$ cat config.mk
export PLATFORM = sky130hd
export DESIGN_NAME = alu_sequencer
export DESIGN_NICKNAME = d
export VERILOG_FILES = /design/src/rtl/alu_sequencer.sv
export SDC_FILE = /design/constraint.sdc
export NUM_CORES = 1
export LEC_CHECK = 0
export BUFFER_PORTS_ARGS = -buffer_cell sky130_fd_sc_hd__buf_4
export CAP_MARGIN = 25
export CORE_MARGIN = 8
export CORE_UTILIZATION = 33
export DETAILED_ROUTE_END_ITERATION = 7
export GPL_ROUTABILITY_DRIVEN = 0
export GPL_TIMING_DRIVEN = 0
export PLACE_DENSITY_LB_ADDON = 0.25
export SYNTH_ARGS = -nofsm -noshare
export SYNTH_HDL_FRONTEND = slang
export SYNTH_SLANG_ARGS = --single-unit
$ cat constraint.sdc
create_clock -name clk_100 -period 3.1 [get_ports clk_100]
set_clock_uncertainty 0.2 [all_clocks]
set_input_delay 0.31 -clock clk_100 [delete_from_list [all_inputs] [get_ports clk_100]]
set_output_delay 0.31 -clock clk_100 [all_outputs]
set_load 0.02 [all_outputs]
$ cat src/rtl/alu_sequencer.sv
// alu_sequencer: fetch/decode/execute control FSM for the processor ALU datapath.
// Every output is a registered Moore output: the next-state decode feeds the
// output registers, so each strobe is visible in the same cycle as its state.
module alu_sequencer #(
  parameter logic [4:0]  NOP_CODE   = 5'b11000,
  parameter logic [4:0]  PASSA_CODE = 5'b00100,
  parameter int unsigned TIMEOUT    = 16
) (
  input  logic        clk_100,
  input  logic        rst,
  input  logic [15:0] ir,
  input  logic        z,
  input  logic        mem_ack,
  output logic [4:0]  alu_ctrl,
  output logic [3:0]  bus_sel,
  output logic        acc_we,
  output logic [15:0] reg_we,
  output logic        ir_load,
  output logic        pc_inc,
  output logic        pc_load,
  output logic        mem_re,
  output logic        mem_we,
  output logic        addr_sel,
  output logic        z_flag,
  output logic        halted,
  output logic        err
);

  typedef enum logic [3:0] {
    S_FETCH, S_DECODE, S_EXEC_ALU, S_EXEC_MV, S_MEM_RD,
    S_MEM_WR, S_JUMP, S_HALT, S_ABORT
  } state_t;

  localparam logic [7:0] CNT_LAST = 8'(TIMEOUT - 1);

  state_t      state_q, state_d;
  logic [7:0]  cnt_q, cnt_d;
  logic        err_q, err_d;
  logic        zf_q, zf_d;

  logic [4:0]  alu_ctrl_q, alu_ctrl_d;
  logic [3:0]  bus_sel_q, bus_sel_d;
  logic [15:0] reg_we_q, reg_we_d;
  logic        acc_we_q, acc_we_d;
  logic        ir_load_q, ir_load_d;
  logic        pc_inc_q, pc_inc_d;
  logic        pc_load_q, pc_load_d;
  logic        mem_re_q, mem_re_d;
  logic        mem_we_q, mem_we_d;
  logic        addr_sel_q, addr_sel_d;
  logic        halted_q, halted_d;

  // ir[11:9] only matters to the PC datapath (jump target), not to control.
  logic        unused_ir_bits;
  assign unused_ir_bits = ^ir[11:9];

  // State register, handshake timeout counter, sticky flags and output registers.
  always_ff @(posedge clk_100 or posedge rst) begin
    if (rst) begin
      state_q    <= S_FETCH;
      cnt_q      <= '0;
      err_q      <= 1'b0;
      zf_q       <= 1'b0;
      alu_ctrl_q <= NOP_CODE;
      bus_sel_q  <= '0;
      reg_we_q   <= '0;
      acc_we_q   <= 1'b0;
      ir_load_q  <= 1'b0;
      pc_inc_q   <= 1'b0;
      pc_load_q  <= 1'b0;
      mem_re_q   <= 1'b0;
      mem_we_q   <= 1'b0;
      addr_sel_q <= 1'b0;
      halted_q   <= 1'b0;
    end else begin
      state_q    <= state_d;
      cnt_q      <= cnt_d;
      err_q      <= err_d;
      zf_q       <= zf_d;
      alu_ctrl_q <= alu_ctrl_d;
      bus_sel_q  <= bus_sel_d;
      reg_we_q   <= reg_we_d;
      acc_we_q   <= acc_we_d;
      ir_load_q  <= ir_load_d;
      pc_inc_q   <= pc_inc_d;
      pc_load_q  <= pc_load_d;
      mem_re_q   <= mem_re_d;
      mem_we_q   <= mem_we_d;
      addr_sel_q <= addr_sel_d;
      halted_q   <= halted_d;
    end
  end

  // Next state, timeout counting, zero-flag latch and error capture.
  always_comb begin
    state_d = state_q;
    cnt_d   = '0;
    err_d   = err_q;
    zf_d    = zf_q;
    case (state_q)
      S_FETCH:    if (mem_ack) state_d = S_DECODE;
      S_DECODE: begin
        case (ir[15:12])
          4'h0:        state_d = S_FETCH;
          4'h1:        state_d = S_EXEC_ALU;
          4'h2:        state_d = S_EXEC_MV;
          4'h3:        state_d = S_MEM_RD;
          4'h4:        state_d = S_MEM_WR;
          4'h5, 4'h6:  state_d = S_JUMP;
          4'hF:        state_d = S_HALT;
          default: begin
            state_d = S_FETCH;
            err_d   = 1'b1;
          end
        endcase
      end
      S_EXEC_ALU: begin
        if (ir[8:4] != NOP_CODE) zf_d = z;
        state_d = S_FETCH;
      end
      S_EXEC_MV: begin
        zf_d    = z;
        state_d = S_FETCH;
      end
      S_MEM_RD, S_MEM_WR: if (mem_ack) state_d = S_FETCH;
      S_JUMP:     state_d = S_FETCH;
      S_ABORT:    state_d = S_HALT;
      S_HALT:     state_d = S_HALT;
      default:    state_d = S_FETCH;
    endcase
    // An ack in the final allowed cycle completes normally; only a missing ack aborts.
    if ((state_q == S_FETCH || state_q == S_MEM_RD || state_q == S_MEM_WR) && !mem_ack) begin
      if (cnt_q == CNT_LAST) begin
        state_d = S_ABORT;
        err_d   = 1'b1;
      end else begin
        cnt_d = cnt_q + 8'd1;
      end
    end
  end

  // Output decode from the state being entered (plus the MEM_RD->FETCH write pulse).
  always_comb begin
    alu_ctrl_d = NOP_CODE;
    bus_sel_d  = '0;
    reg_we_d   = '0;
    acc_we_d   = 1'b0;
    ir_load_d  = 1'b0;
    pc_inc_d   = 1'b0;
    pc_load_d  = 1'b0;
    mem_re_d   = 1'b0;
    mem_we_d   = 1'b0;
    addr_sel_d = 1'b0;
    halted_d   = 1'b0;
    case (state_d)
      S_FETCH: begin
        mem_re_d = 1'b1;
        if (state_q == S_MEM_RD) reg_we_d = 16'h0001 << ir[3:0];
      end
      S_DECODE: begin
        ir_load_d = 1'b1;
        pc_inc_d  = 1'b1;
      end
      S_EXEC_ALU: begin
        alu_ctrl_d = ir[8:4];
        bus_sel_d  = ir[3:0];
        acc_we_d   = (ir[8:4] != NOP_CODE);
      end
      S_EXEC_MV: begin
        alu_ctrl_d = PASSA_CODE;
        reg_we_d   = 16'h0001 << ir[3:0];
      end
      S_MEM_RD: begin
        mem_re_d   = 1'b1;
        addr_sel_d = 1'b1;
      end
      S_MEM_WR: begin
        mem_we_d   = 1'b1;
        addr_sel_d = 1'b1;
        bus_sel_d  = ir[3:0];
      end
      S_JUMP:     pc_load_d = (ir[15:12] == 4'h5) ? 1'b1 : zf_q;
      S_HALT:     halted_d  = 1'b1;
      default: ;
    endcase
  end

  assign alu_ctrl = alu_ctrl_q;
  assign bus_sel  = bus_sel_q;
  assign acc_we   = acc_we_q;
  assign reg_we   = reg_we_q;
  assign ir_load  = ir_load_q;
  assign pc_inc   = pc_inc_q;
  assign pc_load  = pc_load_q;
  assign mem_re   = mem_re_q;
  assign mem_we   = mem_we_q;
  assign addr_sel = addr_sel_q;
  assign z_flag   = zf_q;
  assign halted   = halted_q;
  assign err      = err_q;

endmodule

==> impl_metrics.toml <==
[critical_path]
worstRegToRegCells = 7
slowest_delay_ns = 0.61
r2r_start = "state_q[3]"
r2r_end = "reg_we[12]"
start_kind = "register"
worstSetupPathType = "register to register"
timing.critical_path.mode_cell = "o211ai_1"
cp_cell_sequence = "clkbuf_1 > nor2b_2 > nand2_1 > o211ai_1 > o211ai_1 > buf_2 > nor4_1"
path_max_fanout = 10
critPathSlowestCell = "o211ai_1"
crit_arrival_ns = 2.84
end_kind = "register"
rrSetupSlack_ns = 0.26
required_ns = 3.10

[sta]
finalCritPeriodShare = 0.9156
rsz0062_at_grt = "no"
slew_headroom = 0.5191
hold_slack_ns = 0.02504
timing.fmax_mhz = 352.3
hold_viol_final = 0
maxSlewViolCount = 0
fin_tns_setup_ns = 0
setup_viol = 0
tightest_slew_ns = 0.7182
period_needed_ns = 2.838

[drt]
drt-vias-per-instance = 5.049
remaining_drc_errors = 0
wl_um = 5110
avgRoutedWirePerCell_um = 14.73
drtAntennaViolNets = 0
drtPass1Iterations = 4
vias = 1752
first_iter_violations = 74

[clock_network]
clk_root_buffer_cell = "clkbuf_8"
clk_latency_ns = 0.31
cts_buffer_depth = 2
cts.reportedPaths.clkPinSlew_ns = 0.09
htree_levels = 2
cts_tree = "done"
cts_sinks = 46
cts_buffers = 5
postCtsResizedCells = 0

[cells_and_area]
drive_above_1_share = 0.3408
n_antenna_cell = 0
final_util = 0.4194
multi_input_area_um2 = 980.9
fillerInstances = 669
fin_nets = 287
register_area_um2 = 1154
area_delta_synth_final_pct = 24.90

[grt]
antenna_found_initial = 0
grt_max_degree = 32
gr-total-overflow = 0
grt_pass1_vias = 1794
grt_pass1_wl_um = 8645
grt_usage = 0.1092

[yosys]
yosys-top-cells-count = "44 x dfrtp_1, 21 x nand3_1, 20 x nor2_1, 16 x nand2_1, 9 x nor4_2"
synth_nets = 232
ys_types = 48
synth_async_sr_flop_share = 1.000
yosys_warnings = 0
synthFlopType = "dfrtp_1"
syn-cell-area_um2 = 2256
synth.area.top_cells = "dfrtp_1 49%, nor4_2 5.0%, nand3_1 4.7%"
synth_cells = 211
synth.ff_latch_count = 46
yosysSeqAreaShare = 0.5114
synth.avg_cell_area_um2 = 10.69
yosysMostFrequentCell = "dfrtp_1"
yosys.area.top_type = "dfrtp_1"
synth_edf_count = 0
synth_top_cell_area_share = 0.4881

[floorplanning]
coreArea_um2 = 6719
die_w_um = 98.68
rows = 30
die_area_um2 = 9738
die_y_um = 98.68
ios = 55
start_util = 0.3358

[placed_design]
port_buffers = 46
dp_hpwl_um = 3809

[min_path]
whs_path_depth = 2
min_path_type = "input pin to register"
hold_end = "alu_ctrl[3]"
hold_start = "ir[7]"

[pwr]
ir_drop_uv = 236.6
p_leak_nw = 1.238
power_density_nw_per_um2 = 653.5

[run_status]
status = "completed"

[run]
cap_violations = 0
==> worst max-delay path: cells and delay by family, from the launching register on <==
| kind | cells | cell delay, ns |
|---|---|---|
| AOI/OAI and AO/OA | 2 | 0.98 |
| DFF | 1 | 0.38 |
| and+or+nand+nor | 3 | 0.66 |
| buffers and inverters | 2 | 0.53 |
==> power breakdown <==
part,internal [mW],switching (mW)
clock network,0.159,0.205
registers,0.678,0.0334
logic,0.281,0.484
total,1.12,0.723
==> flip-flops by register name, indices dropped and copies added (netlist names), 4 cells and up <==
register,count
state_q,4
bus_sel,4
cnt_q,8
reg_we,16
alu_ctrl,5
==> worst max path at each step <==
stage,startpoint,to,slack [ns],cells after the start
after detailed placement,state_q[3],reg_we[12],0.31,7
after global routing,state_q[3],reg_we[12],0.06,7
after floorplan,state_q[3],bus_sel[0],0.76,8
after CTS,state_q[3],reg_we[12],0.29,7
after global placement,state_q[3],reg_we[12],0.35,7
final,state_q[3],reg_we[12],0.26,7
==> metrics by stage <==
step                      total power [mW]  cells  instance area (um^2)  setup WS, ns
after detailed placement             1.493    338                  2721        0.3073
after global routing                 1.964    347                  2818       0.06122
after floorplan                      1.266    211                  2256        0.7559
after CTS                            1.861    347                  2818        0.2878
final                                1.841    347                  2818        0.2618
after global placement               1.483    337                  2701        0.3525
==> cells by family (layout without fill, tap and decap cells) <==
family                     after synthesis  after routing  synth area share
adders and majority gates                1              1          0.005545
muxes                                    5              5           0.02274
DFF                                     46             46            0.5114
xor gates and xnor gates                 7              7           0.02718
AOI/OAI and AO/OA                       19             19           0.06711
and+or+nand+nor                        112            112            0.3123
buffers and inverters                   21             77           0.05380
==> per-layer routing <==
layer | global-route usage | wire [um] | vias to the layer above
li1 | - | - | 855
met1 | 0.1296 | 2262 | 845
met2 | 0.1800 | 2514 | 43
met3 | 0.02960 | 245 | 9
met4 | 0.04959 | 88 | 0
met5 | 0 | 0 | -
==> cell type report <==
class / instances / area share
flip-flops and latches: 46 / 0.4094
multi-input cells: 144 / 0.3481
repair buffers: 48 / 0.1332
plain buffers: 17 / 0.03774
well taps: 80 / 0.03552
clock buffers: 6 / 0.02575
inverters: 4 / 0.005329
clock inverters: 2 / 0.004885
==> timing repair <==
item,CTS,global route
hold buffers,1,0
setup buffers,0,0
endpoints found under the hold margin,15,0
==> placed cells by master, fill, tap and decap left out, types with 2 or more instances in the layout <==
cell      count
xnor2_1       4
nor4_2        9
nand2_1      16
nor2b_1       8
inv_2         2
clkbuf_8      5
nor2_1       20
o21ai_0       3
o211ai_1      3
and3_1        3
buf_2         7
nand2b_1      4
nor4b_1       3
xor2_1        3
inv_1         2
nor3_2        2
nor4_1        7
dfstp_2       2
nor3_1        6
nor3b_2       3
dfrtp_1      44
a31oi_1       2
clkbuf_1      6
mux2i_1       4
buf_4        47
nand3_1      21
a211o_1       2
buf_6         4
Note: power is estimated with default switching activity, not from simulation.
